## config.mk

```make
export PLATFORM = sky130hd
export DESIGN_NAME = traffic_light_monitor
export DESIGN_NICKNAME = d
export VERILOG_FILES = /design/src/rtl/traffic_light_monitor.sv
export SDC_FILE = /design/constraint.sdc
export NUM_CORES = 1
export LEC_CHECK = 0
export ABC_AREA = 0
export BUFFER_PORTS_ARGS = -buffer_cell sky130_fd_sc_hd__buf_2
export CORE_MARGIN = 2
export CORE_UTILIZATION = 50
export CTS_CLUSTER_SIZE = 28
export DETAILED_ROUTE_END_ITERATION = 16
export MAX_ROUTING_LAYER = met4
export PLACE_DENSITY = 0.73
export SYNTH_ARGS = -nofsm -noshare
export SYNTH_HDL_FRONTEND = slang
export SYNTH_SLANG_ARGS = --single-unit
export TNS_END_PERCENT = 50
```

## constraint.sdc

```tcl
create_clock -name clk -period 1.7 [get_ports clk]
set_input_delay 0.085 -clock clk [delete_from_list [all_inputs] [get_ports clk]]
set_output_delay 0.085 -clock clk [all_outputs]
set_load 0.01 [all_outputs]
```

## src/rtl/traffic_light_monitor.sv

```systemverilog
// Passive monitor for the two-direction light-code bus: decodes one-hot lamp
// drives and raises sticky sequence, conflict, illegal-code and dwell errors.
module traffic_light_monitor #(
  parameter int unsigned MIN_GREEN  = 1,
  parameter int unsigned MIN_YELLOW = 1,
  parameter int unsigned MAX_YELLOW = 8,
  parameter int unsigned CNT_W      = 8
) (
  input  logic        clk,
  input  logic        reset_n,
  input  logic [1:0]  L_A,
  input  logic [1:0]  L_B,
  input  logic        clr_err,
  output logic [2:0]  lamp_a,
  output logic [2:0]  lamp_b,
  output logic        err_conflict,
  output logic        err_seq,
  output logic        err_code,
  output logic        err_dwell,
  output logic        error,
  output logic [15:0] cycle_count
);

  typedef enum logic [1:0] {
    GREEN   = 2'b00,
    YELLOW  = 2'b01,
    ILLEGAL = 2'b10,
    RED     = 2'b11
  } light_t;

  typedef struct packed {
    logic [CNT_W-1:0] cnt;
    logic             seq;
    logic             dwell;
  } chk_t;

  localparam logic [CNT_W-1:0] CNT_ONE = CNT_W'(1);
  localparam logic [CNT_W-1:0] CNT_MAX = '1;
  localparam logic [CNT_W-1:0] MIN_G   = CNT_W'(MIN_GREEN);
  localparam logic [CNT_W-1:0] MIN_Y   = CNT_W'(MIN_YELLOW);
  localparam logic [CNT_W-1:0] MAX_Y   = CNT_W'(MAX_YELLOW);

  light_t           a_q, b_q, a_p, b_p;
  logic             samp_vld, prev_vld;
  logic [CNT_W-1:0] cnt_a, cnt_b;

  chk_t chk_a, chk_b;
  logic conf_nxt, seq_nxt, code_nxt, dwell_nxt, cyc_hit;

  function automatic logic [2:0] decode(light_t c);
    logic [2:0] l;
    case (c)
      GREEN:   l = 3'b001;
      YELLOW:  l = 3'b010;
      default: l = 3'b100;
    endcase
    return l;
  endfunction

  function automatic logic is_lit(light_t c);
    return (c == GREEN) || (c == YELLOW);
  endfunction

  // cnt holds how many samples the code in x_p has been stable, so a
  // departure is judged against the dwell of the code being left.
  function automatic chk_t check(light_t q, light_t p, logic [CNT_W-1:0] cnt,
                                 logic vld);
    chk_t r;
    logic change, load, legal;
    change = vld && (q != p);
    load   = !vld || (q != p);
    legal  = (p == GREEN  && q == YELLOW) ||
             (p == YELLOW && q == RED)    ||
             (p == RED    && q == GREEN);
    r.cnt   = load ? CNT_ONE : ((cnt == CNT_MAX) ? cnt : cnt + CNT_ONE);
    r.seq   = change && (q != ILLEGAL) && (p != ILLEGAL) && !legal;
    // Yellow overstay fires only on the step into MAX_Y; a saturated counter
    // never steps again, so it cannot retrigger.
    r.dwell = (change && p == GREEN  && cnt < MIN_G) ||
              (change && p == YELLOW && cnt < MIN_Y) ||
              (q == YELLOW && r.cnt == MAX_Y && (load || cnt != CNT_MAX));
    return r;
  endfunction

  always_comb begin
    chk_a     = check(a_q, a_p, cnt_a, prev_vld);
    chk_b     = check(b_q, b_p, cnt_b, prev_vld);
    conf_nxt  = (err_conflict & ~clr_err) | (is_lit(a_q) & is_lit(b_q));
    seq_nxt   = (err_seq      & ~clr_err) | chk_a.seq | chk_b.seq;
    code_nxt  = (err_code     & ~clr_err) | (a_q == ILLEGAL) | (b_q == ILLEGAL);
    dwell_nxt = (err_dwell    & ~clr_err) | chk_a.dwell | chk_b.dwell;
    cyc_hit   = prev_vld && (a_p == RED) && (a_q == GREEN);
  end

  always_ff @(posedge clk or negedge reset_n) begin
    if (!reset_n) begin
      a_q          <= RED;
      b_q          <= RED;
      a_p          <= RED;
      b_p          <= RED;
      samp_vld     <= 1'b0;
      prev_vld     <= 1'b0;
      cnt_a        <= '0;
      cnt_b        <= '0;
      lamp_a       <= 3'b100;
      lamp_b       <= 3'b100;
      err_conflict <= 1'b0;
      err_seq      <= 1'b0;
      err_code     <= 1'b0;
      err_dwell    <= 1'b0;
      error        <= 1'b0;
      cycle_count  <= '0;
    end else begin
      a_q          <= light_t'(L_A);
      b_q          <= light_t'(L_B);
      a_p          <= a_q;
      b_p          <= b_q;
      samp_vld     <= 1'b1;
      prev_vld     <= samp_vld;
      cnt_a        <= chk_a.cnt;
      cnt_b        <= chk_b.cnt;
      lamp_a       <= decode(a_q);
      lamp_b       <= decode(b_q);
      err_conflict <= conf_nxt;
      err_seq      <= seq_nxt;
      err_code     <= code_nxt;
      err_dwell    <= dwell_nxt;
      error        <= conf_nxt | seq_nxt | code_nxt | dwell_nxt;
      if (cyc_hit) cycle_count <= cycle_count + 16'd1;
    end
  end

endmodule

```

Yosys cells after proc, flatten, opt, wreduce, memory -nomap -nowiden
Cells that the tools add are included.
{ "totals": {"ff_bits": 53, "inputBits": 7, "output_inout_bits": 27} }
{ "classes": {"addsub": 3, "order_cmp": 2, "eq_ne": 22, "mux": 6, "bitwise": 16, "n_reduce_logical": 49} }
{ "op_table": {"columns": ["op", "n"], "rows": [
  ["$mux 8", 4],
  ["$logic_and 1x1->1", 28],
  ["$add 16x1->16 const B", 1],
  ["$add 8x1->8 const B", 2],
  ["$eq 8x4->1 const B", 2],
  ["$eq 8x8->1 const B", 2],
  ["$lt 8x1->1 const B", 2],
  ["$ne 8x8->1 const B", 2],
  ["$logic_or 1x1->1", 14],
  ["$eq 2x2->1 const B", 6],
  ["$pmux 3 s2", 2],
  ["$or 1x1->1", 10],
  ["$eq 2x1->1 const B", 4],
  ["$logic_not 2->1", 4],
  ["$ne 2x2->1 const B", 4],
  ["$and 1x1->1", 5],
  ["$ne 2x2->1", 2],
  ["$logic_not 1->1", 3],
  ["$not 1->1", 1]
]} }

Longest topological paths before layout
{ "depth": {"ltp_word": 11, "ltp_mapped": 7, "depth_no_buf": 7} }

Least setup slack after synthesis
OpenSTA, ideal clock, no wires.
{ "synth_timing": {"path_kind": "register to register", "start": "register a_p[0]", "end": "register cycle_count[6]", "setup_time_ns": 0.125, "arrival_ns": 1.492, "required_time_ns": 1.575, "slack_ns": 0.083, "stages_incl_launch_ff": 7, "period_less_slack_ns": 1.617, "cell_sequence": "dfstp_2 nor3b_4 and2_1 buf_4 and3_1 nand4_1 xnor2_1"} }
{ "synth_between": {"elab_chain_cells": 3} }
{ "synth_lines": {"columns": ["item", "line", "source"], "rows": [
  ["start, declared", "43", "light_t a_q, b_q, a_p, b_p;"],
  ["start signal, assigned", "116", "a_p <= a_q;"],
  ["$eq 2x2->1", "92", "cyc_hit = prev_vld && (a_p == RED) && (a_q == GREEN);"],
  ["$logic_and 1x1->1 (2 in a row)", "92", null],
  ["end signal, assigned", "129", "if (cyc_hit) cycle_count <= cycle_count + 16'd1;"],
  ["end, declared", "21", "output logic [15:0] cycle_count"]
]} }
No other way between the ends.
A chain may end at the register's enable or synchronous reset.

Final worst setup path
{ "layout_timing": {"start": "register a_p[0]", "end": "register cycle_count[15]"} }
Same word-level chain as after synthesis.

==> results.toml <==
[route]
via_per_inst = 5.27
wire_per_inst_um = 13.4
drt_wl_total_mm = 4.75
drc = 0
initialDrtViolationCount = 74
ant_nets = 0
first_pass_iters = 4
vias = 1867

[grt]
grt_pass1_wl_mm = 8.06
antenna_found_initial = 0
grt_pass1_vias = 1778
grt_start_max_net_pins = 43
grt_overflow_total = 0
grt_use_total = 0.194

[synthesis]
synth_fp_nets = 248
postSynth.asyncResetShare = 1.00
yosys.cell_types.count = 44
synth_edf_count = 0
synth.avg_cell_area_um2 = 10.6
synth_warnings = 0
ys_seq_elements = 53
netlist_area_um2 = 2500
synthCells = 236
seq_area_frac_synth = 0.536
synth_flop_cell = "dfrtp_1"

[sta]
setup_viol = 0
setup_tns_ps = 0
grt_setup_unrepaired = "true"
fmax_mhz = 617
finalCritPeriodShare = 0.954
period_needed_ps = 1620
hold_viol = 0
fin_skew_ps = 12.3
fin_hold_ws_ps = 51.9
worst_slack_ps = 78.7
maxSlewViolCount = 0

[cells_and_area]
synthToLayoutAreaGrowth_pct = 19.8
post-route-cell-area_um2 = 2990
n_antenna_cell = 0
layout_commonest_cell = "dfrtp_1"
layoutNonFillerInstCount = 354
most-common-layout-cells = "dfrtp_1 (43), buf_2 (33), nor2_1 (24)"
post-route-util = 0.626
layout.nets = 298
nFillCells = 395
drive_gt1_frac = 0.272

[status]
outcome = "finished, final reports clean"

[cts]
clock_latency_ps = 320
clk_pin_slew_worst_paths_ps = 100
cts-root-buf = "clkbuf_8"
cts_made_buffers = 5
ctsHtreeMaxLevel = 2
clockBufferDepth = 2
tritoncts = "yes"
clkSinkCount = 53

[critical_path]
startpoint = "a_p[0]$_DFF_PN1_"
worst_setup_path_start_kind = "flop"
rr_startpoint = "a_p[0]$_DFF_PN1_"
worstPathMaxFanout = 4
endpoint_kind = "flop"
worstPathRequired_ps = 1950
critPathArrivalTime_ps = 1870
crit_type = "reg2reg"

[placement]
post-place-ws_ps = 15.0
gp_congestion = 0.791
hpwlAfterDp_mm = 3.45
portBuffers = 33
place_area_um2 = 2810
dp_cells = 340

[power]
p_per_area_nw_per_um2 = 817
total_leakage_power_nw = 1.31
power_mw = 2.45
ir_drop_uv = 491

[floorplan]
num_io_pins = 34
die_h_um = 74.7
dieWidth_um = 74.7
start_util = 0.522
dieArea_um2 = 5580
coreArea_um2 = 4790
rows = 25

[run]
maxCapViolations = 0

[worst_hold_path]
hp-class = "in2reg"
hold_start = "clr_err"
==> path summary, 6_finish.rpt <==
| kind | end | slack [ps] | depth (start not counted) |
|---|---|---|---|
| worst max register to register | cycle_count[15]$_DFFE_PN0P_ | 80 | 5 |
| worst min-delay path | err_conflict$_DFF_PN0_ | 50 | 2 |
| worst max-delay path | cycle_count[15]$_DFFE_PN0P_ | 80 | 5 |
| max in group asynchronous | a_q[1]$_DFF_PN1_ | 960 | 3 |
| min in group asynchronous | cycle_count[5]$_DFFE_PN0P_ | 170 | 2 |
| worst min register to register | prev_vld$_DFF_PN0_ | 350 | 0 |
==> per-layer routing <==
| layer | global-route usage | up-vias | routed length (um) |
|---|---|---|---|
| met5 | - | - | 0 |
| met4 | 0.0833 | 0 | 78 |
| met3 | 0.0295 | 7 | 161 |
| met2 | 0.303 | 34 | 2190 |
| met1 | 0.254 | 900 | 2320 |
| li1 | - | 926 | - |
==> power breakdown <==
part / total (mW) / internal (mW) / leakage, nW / switching [mW]
registers: 1.40 / 1.34 / 0.673 / 0.0648
logic: 0.318 / 0.146 / 0.597 / 0.172
clock network: 0.726 / 0.293 / 0.0445 / 0.433
total: 2.45 / 1.78 / 1.31 / 0.670
==> flip-flops by register name, summed over array words and instances (netlist names), 3 cells and up <==
register     count
lamp_b           3
cycle_count     16
cnt_a            8
lamp_a           3
cnt_b            8
==> cells by family (layout without fill, tap and decap cells) <==
group | count (synthesis) | in the layout | share of synthesized area
compound gates | 28 | 28 | 0.0736
xor+xnor | 24 | 24 | 0.0841
fa+ha+maj | 5 | 5 | 0.0250
buf+inv | 23 | 74 | 0.0390
flops | 53 | 53 | 0.536
mux | 2 | 2 | 0.00851
other cells | 1 | 1 | 0.00150
simple gates | 100 | 100 | 0.233
==> area by class of cell <==
type	instances	area, um2	area share
clock buffers	5	68.8	0.0230
clock inverters	3	21.3	0.00710
inverters	15	56.3	0.0188
multi-input cells	160	1100	0.367
flip-flops and latches	53	1340	0.447
well taps	67	83.8	0.0280
repair buffers	51	325	0.109
==> repair_timing <==
item,in CTS,in global routing
hold buffers,5,0
endpoints found under the hold margin,49,0
resized for setup,1,7
setup endpoints to repair,1,10
pin swaps,0,7
setup buffers,0,1
==> cells in the mapped netlist (4+ instances only) <==
master / instances / area, um2
clkbuf_1: 6 / 22.5
xor2_1: 7 / 61.3
dfrtp_1: 43 / 1080
ha_1: 5 / 62.6
nand4_1: 10 / 62.6
nand3_1: 15 / 75.1
and3_1: 6 / 37.5
nor3_1: 11 / 55.1
nand2_1: 7 / 26.3
inv_1: 15 / 56.3
nor2b_1: 6 / 37.5
a31oi_1: 10 / 62.6
nor2_1: 24 / 90.1
xnor2_1: 17 / 149
a21oi_1: 4 / 20.0
dfstp_2: 10 / 263
==> critical path, cell delays in order (launching register included) <==
cell	delay (ps)
dfstp_2	550
nor3b_4	280
nand3_4	90
or3_4	380
nor2_4	120
xor2_1	140
No activity file was read; power rests on OpenSTA's default activity.
